--- src/rtl/pipelined_addsub.sv ---
// Pipelined two's-complement adder/subtractor: the N-bit carry chain is split
// into STAGES segments, each closed by a register stage with valid/ready flow control.
module pipelined_addsub #(
   parameter int unsigned N      = 32,
   parameter int unsigned STAGES = 4
) (
   input  logic         clk,
   input  logic         rst_n,
   input  logic         in_valid,
   output logic         in_ready,
   input  logic [N-1:0] x,
   input  logic [N-1:0] y,
   input  logic         cin,
   input  logic         sub,
   output logic         out_valid,
   input  logic         out_ready,
   output logic [N-1:0] s,
   output logic         cout,
   output logic         ovf
);

   localparam int unsigned W = N / STAGES;
   localparam int unsigned L = STAGES - 1;

   // Per-stage registers; operands travel full-width so higher segments reach their stage.
   logic [STAGES-1:0] v;
   logic [N-1:0]      xq [STAGES];
   logic [N-1:0]      yq [STAGES];
   logic [N-1:0]      sq [STAGES];
   logic [STAGES-1:0] cq;
   logic [STAGES-1:0] subq;
   logic              coutq;
   logic              ovfq;

   logic [STAGES-1:0] adv;
   logic [STAGES-1:0] vin;
   logic [N-1:0]      a_c [STAGES];
   logic [N-1:0]      b_c [STAGES];
   logic [N-1:0]      s_c [STAGES];
   logic [STAGES-1:0] c_c;
   logic [STAGES-1:0] sub_c;
   logic [STAGES-1:0] co_c;
   logic [W:0]        seg;
   logic              nxt;
   logic              ovf_c;
   logic              cout_c;

   always_comb begin
      adv    = '0;
      vin    = '0;
      c_c    = '0;
      sub_c  = '0;
      co_c   = '0;
      seg    = '0;
      nxt    = 1'b0;
      ovf_c  = 1'b0;
      cout_c = 1'b0;
      for (int unsigned k = 0; k < STAGES; k++) begin
         a_c[k] = '0;
         b_c[k] = '0;
         s_c[k] = '0;
      end

      // A stage advances when empty or when its successor advances.
      nxt    = out_ready || !v[L];
      adv[L] = nxt;
      for (int unsigned i = 1; i < STAGES; i++) begin
         nxt      = !v[L-i] || nxt;
         adv[L-i] = nxt;
      end

      vin[0]   = in_valid;
      a_c[0]   = x;
      b_c[0]   = sub ? ~y : y;
      c_c[0]   = cin ^ sub;
      sub_c[0] = sub;
      s_c[0]   = '0;
      for (int unsigned k = 1; k < STAGES; k++) begin
         vin[k]   = v[k-1];
         a_c[k]   = xq[k-1];
         b_c[k]   = yq[k-1];
         c_c[k]   = cq[k-1];
         sub_c[k] = subq[k-1];
         s_c[k]   = sq[k-1];
      end

      for (int unsigned k = 0; k < STAGES; k++) begin
         seg = {1'b0, a_c[k][k*W +: W]} + {1'b0, b_c[k][k*W +: W]} + {{W{1'b0}}, c_c[k]};
         s_c[k][k*W +: W] = seg[W-1:0];
         co_c[k]          = seg[W];
      end

      // Carry into the MSB is recovered as a^b^s at that bit.
      ovf_c  = a_c[L][N-1] ^ b_c[L][N-1] ^ s_c[L][N-1] ^ co_c[L];
      cout_c = co_c[L] ^ sub_c[L];
   end

   always_ff @(posedge clk or negedge rst_n) begin
      if (!rst_n) begin
         v     <= '0;
         cq    <= '0;
         subq  <= '0;
         coutq <= 1'b0;
         ovfq  <= 1'b0;
         for (int unsigned k = 0; k < STAGES; k++) begin
            xq[k] <= '0;
            yq[k] <= '0;
            sq[k] <= '0;
         end
      end else begin
         for (int unsigned k = 0; k < STAGES; k++) begin
            if (adv[k]) begin
               v[k] <= vin[k];
               if (vin[k]) begin
                  xq[k]   <= a_c[k];
                  yq[k]   <= b_c[k];
                  sq[k]   <= s_c[k];
                  cq[k]   <= co_c[k];
                  subq[k] <= sub_c[k];
               end
            end
         end
         if (adv[L] && vin[L]) begin
            coutq <= cout_c;
            ovfq  <= ovf_c;
         end
      end
   end

   assign in_ready  = adv[0];
   assign out_valid = v[L];
   assign s         = sq[L];
   assign cout      = coutq;
   assign ovf       = ovfq;

endmodule
--- config.mk ---
export PLATFORM = sky130hd
export DESIGN_NAME = pipelined_addsub
export DESIGN_NICKNAME = d
export VERILOG_FILES = /design/src/rtl/pipelined_addsub.sv
export SDC_FILE = /design/constraint.sdc
export NUM_CORES = 1
export LEC_CHECK = 0
export ABC_AREA = 1
export CORE_UTILIZATION = 30
export CTS_BUF_LIST = sky130_fd_sc_hd__clkbuf_2
export CTS_CLUSTER_DIAMETER = 30
export DETAILED_ROUTE_END_ITERATION = 7
export MAX_ROUTING_LAYER = met4
export PLACE_DENSITY = 0.61
export SYNTH_ARGS = -nofsm -noshare
export SYNTH_HDL_FRONTEND = slang
export SYNTH_SLANG_ARGS = --single-unit
--- constraint.sdc ---
create_clock -name clk -period 1.9 [get_ports clk]
set_clock_uncertainty 0.2 [all_clocks]
set_input_delay 0.19 -clock clk [delete_from_list [all_inputs] [get_ports clk]]
set_output_delay 0.19 -clock clk [all_outputs]
set_load 0.1 [all_outputs]
### After elaboration in Yosys (flattened, before gate mapping)

Index checks and enable logic that the tools add are counted.

* add/sub/neg operators: 8
* multiplexer cells: 1
* bitwise gates (word level): 6
* reduce and logical (&&, ||, !) cells: 13

Operator list (count)
* 8-bit by 8-bit adder with 9-bit output: 4
* 9-bit by 1-bit adder with 9-bit output: 4
* 32-bit two-way mux: 1
* 32-bit inverter: 1
* 2-bit AND reduction: 4
* 1-bit bitwise XOR: 5
* 1-bit zero test: 4
* 1-bit logical OR: 4
* 1-bit logical AND: 1

* bits in registers: 284
* input port bits: 70
* output and inout port bits: 36
* logic and storage cells: 50

### Logic depth before layout (Yosys ltp)

Gate-level depths: netlist (run 1).

* depth after elaboration: 6
* gate-level depth with buffers: 15
* mapped depth without buffers: 13

### Worst setup path before layout (run 1)

OpenSTA, ideal clock, no wires.

* kind: reg2reg
* from: reg v[3]
* to: reg yq, in the netlist b_c[84]
* library setup time: 0.083 ns
* data arrival time: 2.085 ns
* data required time: 1.617 ns
* slack: -0.468 ns
* stages on the path, launching flop included: 11
* path buffers: 2
* period minus slack after synthesis: 2.368 ns
* cells stage by stage: dfrtp_1 inv_2 nor2_4 nand3_2 nor2_2 inv_2 nand2_2 buf_6 buf_6 nand2_1 o21ai_0

* word-level cells in the longest chain between the ends: 6

RTL lines
* start: declaration: line 26 `logic [STAGES-1:0] v;`
* start signal: indexed assignment: line 113 `v[k] <= vin[k];`
* 1-bit zero test: line 65 `nxt = out_ready || !v[L];`
* 1-bit logical OR: line 65
* 1-bit logical OR (3 in series): line 68 `nxt = !v[L-i] || nxt;`
* named net in_ready: line 10 `output logic in_ready,`
* 2-bit AND reduction (no source line)
* end signal: indexed assignment: line 116 `yq[k] <= b_c[k];`
* end: declaration: line 28 `logic [N-1:0] yq [STAGES];`

The timed path passes the listed nets, and every way through them passes these cells.
A chain may end at the register's enable or synchronous reset.

### Worst setup path in the final report (run 1)

* from: reg v[3]
* to: out in_ready

* word-level cells in the longest chain between the ends: 5

RTL lines (line)
* 1-bit zero test: 65
* 1-bit logical OR: 65
* 1-bit logical OR (3 in series): 68
* end: declaration: 10

Every way passes these cells.

==> results.yml, run 1 <==
global_route:
  grt_pass1_wl_mm: 32.5
  grt_max_degree: 49
  grt_pass1_vias: 6556
  track_usage_pct: 14.4
  overflow: 0
  antenna_found_initial: 1
detailed_routing:
  ant_nets: 0
  via_per_inst: 4.24
  drtIter0Drc: 308
  first_pass_iters: 4
  routed_wl_mm: 19.4
  routedWlPerCell_um: 12.3
  vias: 6683
  drc: 0
critical_path:
  crit_top_cell: "nor2_4"
  path_cells: "inv_4, nor2_4, nand3_4, nor2_4, inv_6, buf_12"
  end_kind: "output pin"
  cp_num_buf_inv: 3
  timing.rr.end: "cq[2]$_DFFE_PN0P_"
  rr_startpoint: "a_c[48]$_DFFE_PN0P_"
  cp_slowest_cell: "dfrtp_4"
  arrival_ns: 1.80
  slowest_delay_ns: 0.48
  crit_fanout: 2
  required_ns: 1.51
  critical_path.top_delay_family: "flip-flops"
  reg2reg_setup_slack_ns: -0.18
  reg2regPathDepth: 10
  startpoint_type: "flop"
  critical_path_class: "flop to output pin"
outcome:
  failed_checks: "negative setup slack"
  outcome: "complete, but fails checks"
timing:
  timing.hold.ws_ns: 0.113
  tns_ns: -1.03
  rsz0062_at_grt: "yes"
  relSlewSlack_pct: 68.4
  finalCritPeriodShare_pct: 115
  slew_viol_final: 0
  setup_viol: 9
  worst_slew_pin_slew_ns: 0.474
  fmax_mhz: 458
  layout_min_cycle_time_ns: 2.19
  hold_viol: 0
  fin_ws_ns: -0.285
synthesis:
  netlist_area_um2: 8640
  synth_area_leaders: "dfrtp_1 54%, nand2_1 20%, ha_1 4.1%"
  syn_inst: 999
  synthFlopType: "dfrtp_1"
  yosysWarningCount: 0
  synthArstFlopShare_pct: 100
  synth_top_area_share_pct: 54.5
  syn_avg_cell_area_um2: 8.65
  syn_nets: 1105
  synth_seq_cells: 188
  synth_edf_count: 0
  synth_top_area_cell: "dfrtp_1"
  ys_seq_area_share_pct: 54.5
  synth.distinct_cells: 26
clock_network:
  cts-htree-levels: 4
  numClockSinks: 188
  cts_tree: "yes"
  cts-buffers-inserted: 17
  root_buffer: "clkbuf_2"
  cts_max_path_buffers: 2
  insertion_delay_ns: 0.73
  cts.clk_slew.worst_paths_ns: 0.22
worst_hold_path:
  hp-class: "input port to flop"
  min_to: "v[1]$_DFFE_PN0P_"
  whs_path_depth: 5
  hold_start: "out_ready"
layout:
  fillers: 2857
  area_delta_synth_final_pct: 36.7
  regArea_um2: 4710
  fin_nets: 1289
  multi_input_area_um2: 3690
  drive_above_1_share_pct: 13.8
pwr:
  p_leak_uw: 0.00584
  ir_drop_mv: 0.373
  powerDensity_nw_per_um2: 1370
placed_design:
  port_buffers: 105
  dp_hpwl_mm: 13.9
  gp_congestion: 0.789
floorplan:
  start_util_pct: 30.8
  fp-row-count: 61
  io_pins: 106
  die_w_um: 172
  fp.dieH_um: 172
  die-area_um2: 29500
  core_area_um2: 28100
job:
  drv_cap: 0
[registers in the layout, summed over array words and instances, names as in the netlist]
| signal | count |
|---|---|
| b_c | 48 |
| cq | 3 |
| ovf | 1 |
| s | 32 |
| s_c | 48 |
| a_c | 48 |
| cout | 1 |
| subq | 3 |
| v | 4 |
[through the flow]
step	cells	util, %	cell area, µm²	power (µW)	setup slack (ns)
finish	1575	42.0	11800	16100	-0.285
global route	1575	42.0	11800	17300	-0.461
CTS	1571	41.5	11700	16100	-0.436
detailed placement	1474	38.1	10700	13900	-0.467
global placement	1474	38.1	10700	13800	-0.458
floorplan	999	-	8700	11000	-0.134
[Yosys cell counts (14+ instances only)]
cell type / number
nand2_1: 451
dfrtp_1: 188
o21ai_0: 67
inv_1: 61
xnor2_1: 31
ha_1: 28
nor2_1: 28
nand3_1: 24
buf_2: 19
o21ai_1: 19
a21oi_1: 14
clkbuf_1: 14
[metal layers]
layer / GRT usage, % / vias up / routed length [µm]
met5: - / - / 0
met4: 4.19 / 0 / 221
met3: 2.76 / 17 / 595
met2: 21.5 / 113 / 8720
met1: 19.8 / 3077 / 9910
li1: - / 3476 / -
[cell usage in the layout (no fill, tap or decap), drive strengths merged]
cell	instances
a21o	3
a21oi	14
and2	1
buf	81
bufinv	2
clkbuf	19
clkdlybuf4s50	66
clkinv	12
clkinvlp	1
dfrtp	188
diode	1
dlygate4sd3	57
fa	8
ha	28
inv	64
nand2	454
nand3	25
nand3b	9
nor2	30
o21ai	86
o22ai	3
or2	3
xnor2	31
xor2	11
[cell families after synthesis]
| family | share of synthesized area [%] |
|---|---|
| xor gates and xnor gates | 4.26 |
| buffers and inverters | 5.27 |
| AOI/OAI and AO/OA | 6.27 |
| DFF | 54.5 |
| and+or+nand+nor | 23.8 |
| adders and majority gates | 5.91 |
[final cells by class]
type	instances	share of cell area, %
clock inverter	15	1.11
sequential	188	39.9
clock buffer	17	0.721
antenna	1	0.0212
multi-input combinational	706	31.2
inverter	64	2.10
timing repair buffer	206	20.9
tap	378	4.01
[power breakdown]
| part | switching (µW) | total (µW) | leakage, µW | internal [µW] |
|---|---|---|---|---|
| clock | 1300 | 1870 | 0.000133 | 575 |
| combinational | 4960 | 8090 | 0.00338 | 3140 |
| sequential | 921 | 6170 | 0.00234 | 5250 |
[worst max-delay path by stage]
stage                startpoint                  end  slack, ns  depth (start not counted)
4_1_cts        v[3]$_DFFE_PN0P_             in_ready      -0.44                          6
5_1_grt        v[3]$_DFFE_PN0P_             in_ready      -0.46                          6
3_5_place_dp               y[0]  s_c[70]$_DFFE_PN0P_      -0.47                         13
2_1_floorplan               sub    cq[0]$_DFFE_PN0P_      -0.13                         15
3_3_place_gp                cin  s_c[70]$_DFFE_PN0P_      -0.46                         13
6_report       v[3]$_DFFE_PN0P_             in_ready      -0.29                          6
[tightest hold or removal path, cell delays in order]
cell,delay [ns]
clkdlybuf4s50_1,0.53
nor2_4,0.07
nand3_4,0.07
buf_4,0.11
nand2_1,0.05
[repair_timing]
item / 4_1_cts / 5_1_grt
setup endpoints to repair: 13 / 51
gates cloned: 0 / 1
gates resized for setup: 24 / 26
setup buffers: 8 / 4
hold endpoints to repair: 244 / 0
hold buffers: 58 / 0
pin swaps: 15 / 19
No activity file was read; power rests on OpenSTA's default activity.
==> run 2, diff against run 1 <==
Settings changed: PLACE_DENSITY 0.61 to 0.49.
==> results.yml, run 2 (synthesized netlist as in run 1, its figures left out) <==
floorplan:
  fp-row-count: 61
  start_util_pct: 30.8
  io_pins: 106
  die_w_um: 172
  fp.dieH_um: 172
  core_area_um2: 28100
  die-area_um2: 29500
clock_network:
  cts_max_path_buffers: 2
  numClockSinks: 188
  cts-htree-levels: 4
  cts_tree: "yes"
  insertion_delay_ns: 0.75
  cts.clk_slew.worst_paths_ns: 0.26
  root_buffer: "clkbuf_2"
  cts-buffers-inserted: 17
global_route:
  track_usage_pct: 14.4
  grt_max_degree: 52
  grt_pass1_vias: 6259
  overflow: 0
  grt_pass1_wl_mm: 32.2
  antenna_found_initial: 1
detailed_routing:
  routed_wl_mm: 19.8
  vias: 6621
  drc: 0
  routedWlPerCell_um: 12.5
  via_per_inst: 4.18
  ant_nets: 0
  first_pass_iters: 4
  drtIter0Drc: 316
timing:
  relSlewSlack_pct: 68.1
  rsz0062_at_grt: "yes"
  setup_viol: 9
  fmax_mhz: 445
  slew_viol_final: 0
  layout_min_cycle_time_ns: 2.25
  hold_viol: 0
  fin_ws_ns: -0.349
  worst_slew_pin_slew_ns: 0.479
  finalCritPeriodShare_pct: 118
  tns_ns: -1.09
critical_path:
  path_cells: "inv_2, nor2_4, nand3_4, nor2_4, inv_6, buf_12"
  arrival_ns: 1.86
  critical_path_class: "flop to output pin"
  cp_slowest_cell: "dfrtp_4"
  required_ns: 1.51
  startpoint_type: "flop"
  end_kind: "output pin"
  slowest_delay_ns: 0.47
  critical_path.top_delay_family: "flip-flops"
  cp_num_buf_inv: 3
  crit_fanout: 2
  rr_startpoint: "a_c[48]$_DFFE_PN0P_"
  cp-startpoint: "v[3]$_DFFE_PN0P_"
  crit_top_cell: "nor2_4"
pwr:
  internal-power_uw: 9160
  pwr-share-clk_pct: 13.0
  sw_frac_of_total_pct: 44.1
  p_leak_uw: 0.00591
  power_switching_uw: 7240
  ir_drop_mv: 0.458
  powerDensity_nw_per_um2: 1370
  share_comb_of_total_power_pct: 49.4
  p_seq_share_pct: 37.6
outcome:
  failed_checks: "negative setup slack"
  outcome: "complete, but fails checks"
layout:
  utilization_pct: 42.5
  fillers: 2881
  mostFrequentLayoutCells: "438 x nand2_1, 187 x dfrtp_1, 66 x clkdlybuf4s50_1"
  fin_nets: 1298
  drive_above_1_share_pct: 14.9
  final_common_cell: "nand2_1"
  layout.cells.non_filler: 1584
  area_delta_synth_final_pct: 38.1
placed_design:
  dp_hpwl_mm: 13.9
  placed_cells: 1479
  port_buffers: 105
  gp_congestion: 0.784
worst_hold_path:
  hold_start: "x[6]"
  hp-class: "input port to flop"
job:
  drv_cap: 0
[run 2: cell type report]
class | instances | area (µm²) | area share (%)
Clock buffer | 17 | 85.1 | 0.713
Inverter | 64 | 245 | 2.06
Timing Repair Buffer | 215 | 2570 | 21.6
Tap cell | 378 | 473 | 3.96
Antenna cell | 1 | 2.50 | 0.0210
Sequential cell | 188 | 4710 | 39.5
Clock inverter | 15 | 173 | 1.45
Multi-Input combinational cell | 706 | 3670 | 30.8
[run 2: what timing repair did]
item                                    in CTS  in global routing
hold endpoints to repair                   243                  0
setup buffers                                4                 12
endpoints found under the setup margin      16                 94
pin swaps                                   14                 16
resized for setup                           29                 22
hold buffers                                56                  0
cloned                                       0                  2
[run 2: worst reg2reg max path: stages, from the launching register on]
cell,delay (ns)
dfrtp_1,0.46
fa_2,0.41
fa_2,0.36
nand3_2,0.07
nand2_2,0.07
nand2_2,0.08
nand2_2,0.05
nand2_2,0.07
nand2_1,0.05
nand2_1,0.05
nand2_1,0.05
[run 2: through the flow]
step / cell area (µm²) / hold slack (ns) / worst slack, ns / total power [µW]
after floorplan: 8700 / -0.306 / -0.134 / 11000
after global placement: 10800 / -0.0199 / -0.474 / 13800
after detailed placement: 10800 / -0.0184 / -0.487 / 13900
after CTS: 11700 / 0.00145 / -0.543 / 16400
after global routing: 11900 / 0.0522 / -0.534 / 17500
final: 11900 / 0.0689 / -0.349 / 16400
[run 2: metal layers]
| layer | up-vias | share of wire, % | track usage (%) |
|---|---|---|---|
| met4 | 0 | 1.0 | 3.73 |
| met5 | - | 0 | - |
| li1 | 3509 | - | - |
| met1 | 2995 | 53 | 20.8 |
| met2 | 99 | 43 | 20.7 |
| met3 | 18 | 3.0 | 2.60 |
[run 2: power by group through the flow]
stage          sequential (µW)  clock [µW]  combinational, µW
2_1_floorplan             8230           0               2750
3_3_place_gp              6250           0               7600
3_5_place_dp              6270           0               7640
4_1_cts                   6180        2250               7950
5_1_grt                   6340        2380               8810
6_report                  6160        2140               8090
[run 2: final timing paths]
check | to | slack, ns | cells past startpoint
max in group asynchronous | b_c[92]$_DFFE_PN0P_ | 0.55 | 4
hold reg to reg | a_c[53]$_DFFE_PN0P_ | 0.28 | 2
min in group asynchronous | b_c[60]$_DFFE_PN0P_ | 0.24 | 3
setup / recovery | in_ready | -0.35 | 6
setup reg to reg | cq[2]$_DFFE_PN0P_ | -0.11 | 10
hold / removal | cq[0]$_DFFE_PN0P_ | 0.07 | 6
==> run 3, diff against run 2 <==
Settings changed: CORE_UTILIZATION 30 to 52, PLACE_DENSITY 0.49 to 0.77.
==> results.yml, run 3 (synthesized netlist as in run 1, its figures left out) <==
detailed_routing:
  via_per_inst: 4.99
  routedWlPerCell_um: 13.7
  routed_wl_mm: 19.4
  vias: 7053
  drc: 0
  first_pass_iters: 5
  drtIter0Drc: 478
  ant_nets: 0
layout:
  drive_above_1_share_pct: 14.1
  mostFrequentLayoutCells: "436 x nand2_1, 187 x dfrtp_1, 66 x clkdlybuf4s50_1"
  utilization_pct: 72.9
  fillers: 1126
  fin_nets: 1289
  area_delta_synth_final_pct: 35.5
  final_common_cell: "nand2_1"
  final_area_um2: 11700
critical_path:
  reg2reg_setup_slack_ns: -0.12
  end_kind: "output pin"
  required_ns: 1.51
  arrival_ns: 1.92
  startpoint_type: "flop"
  rr_startpoint: "a_c[72]$_DFFE_PN0P_"
  crit_fanout: 3
  timing.rr.end: "cq[1]$_DFFE_PN0P_"
  critical_path_class: "flop to output pin"
  reg2regPathDepth: 10
global_route:
  grt_pass1_wl_mm: 31.3
  grt_max_degree: 48
  overflow: 0
  antenna_found_initial: 1
  track_usage_pct: 24.5
  grt_pass1_vias: 6519
placed_design:
  place_area_um2: 10500
  gp_congestion: 0.841
  dp_slack_ns: -0.497
  dp_hpwl_mm: 12.3
  port_buffers: 105
clock_network:
  cts_tree: "yes"
  cts-htree-levels: 4
  cts_max_path_buffers: 2
  cts-buffers-inserted: 17
  cts.clk_slew.worst_paths_ns: 0.23
  insertion_delay_ns: 0.79
  numClockSinks: 188
  root_buffer: "clkbuf_2"
pwr:
  pwr-share-clk_pct: 13.2
  p_leak_uw: 0.00589
  ir_drop_mv: 0.939
  share_comb_of_total_power_pct: 49.3
  sw_frac_of_total_pct: 44.1
  power_switching_uw: 7260
  powerDensity_nw_per_um2: 1410
  p_seq_share_pct: 37.5
  internal-power_uw: 9210
floorplan:
  fp-row-count: 46
  io_pins: 106
  start_util_pct: 53.8
  die_w_um: 131
  fp.dieH_um: 131
  core_area_um2: 16100
  die-area_um2: 17100
timing:
  relSlewSlack_pct: 63.2
  finalCritPeriodShare_pct: 121
  worst_slew_pin_slew_ns: 0.552
  timing.hold.ws_ns: 0.0359
  hold_viol: 0
  rsz0062_at_grt: "yes"
  tns_ns: -1.13
  layout_min_cycle_time_ns: 2.31
  fin_ws_ns: -0.408
  fmax_mhz: 433
  setup_viol: 11
  slew_viol_final: 0
worst_hold_path:
  hp-class: "input port to flop"
  min_to: "cq[0]$_DFFE_PN0P_"
  hold_start: "x[6]"
  whs_path_depth: 6
outcome:
  failed_checks: "negative setup slack"
  outcome: "complete, but fails checks"
job:
  drv_cap: 0
run 3: power groups by stage:
stage | logic, µW | clock network [µW] | registers [µW]
2_1_floorplan | 2750 | 0 | 8230
3_3_place_gp | 7420 | 0 | 6200
3_5_place_dp | 7560 | 0 | 6250
4_1_cts | 7860 | 2180 | 6160
5_1_grt | 8780 | 2340 | 6320
6_report | 8120 | 2170 | 6180
run 3: critical path: stages, from the launching register on:
cell	delay, ns
dfrtp_4	0.47
inv_2	0.05
nor2_4	0.13
nand3_4	0.11
nor2_4	0.16
inv_6	0.06
buf_12	0.16
run 3: worst max-delay path by stage:
stage	start	end	slack [ns]	depth (start not counted)
final	v[3]$_DFFE_PN0P_	in_ready	-0.41	6
after floorplan	sub	cq[0]$_DFFE_PN0P_	-0.13	15
after global routing	v[3]$_DFFE_PN0P_	in_ready	-0.52	6
after detailed placement	cin	s_c[70]$_DFFE_PN0P_	-0.50	13
after CTS	v[3]$_DFFE_PN0P_	in_ready	-0.48	6
after global placement	cin	s_c[70]$_DFFE_PN0P_	-0.44	13
run 3: final cells by class:
cell class              count  area [µm²]  share of cell area [%]
flip-flops and latches    188        4710                    40.2
multi-input cells         706        3670                    31.4
clock buffers              17        85.1                   0.727
well taps                 216         270                    2.31
inverters                  64         245                    2.10
clock inverters            15         179                    1.53
diodes                      1        2.50                  0.0214
repair buffers            206        2540                    21.7
run 3: stage by stage:
stage	power [µW]	std cells
final	16500	1413
after global routing	17400	1413
after CTS	16200	1404
after detailed placement	13800	1311
after global placement	13600	1311
after floorplan	11000	999
run 3: timing repair:
| item | 4_1_cts | 5_1_grt |
|---|---|---|
| hold buffers | 57 | 0 |
| pin swaps | 15 | 17 |
| hold endpoints to repair | 244 | 0 |
| gates resized for setup | 27 | 22 |
| endpoints found under the setup margin | 14 | 64 |
| buffers inserted | 5 | 7 |
| cloned | 0 | 4 |
run 3: routing by layer:
| layer | up-vias | GRT usage, % | share of wire (%) |
|---|---|---|---|
| li1 | 3491 | - | - |
| met2 | 193 | 37.1 | 47 |
| met1 | 3332 | 33.7 | 46 |
| met5 | - | - | 0 |
| met4 | 0 | 8.86 | 2.2 |
| met3 | 37 | 3.58 | 4.6 |
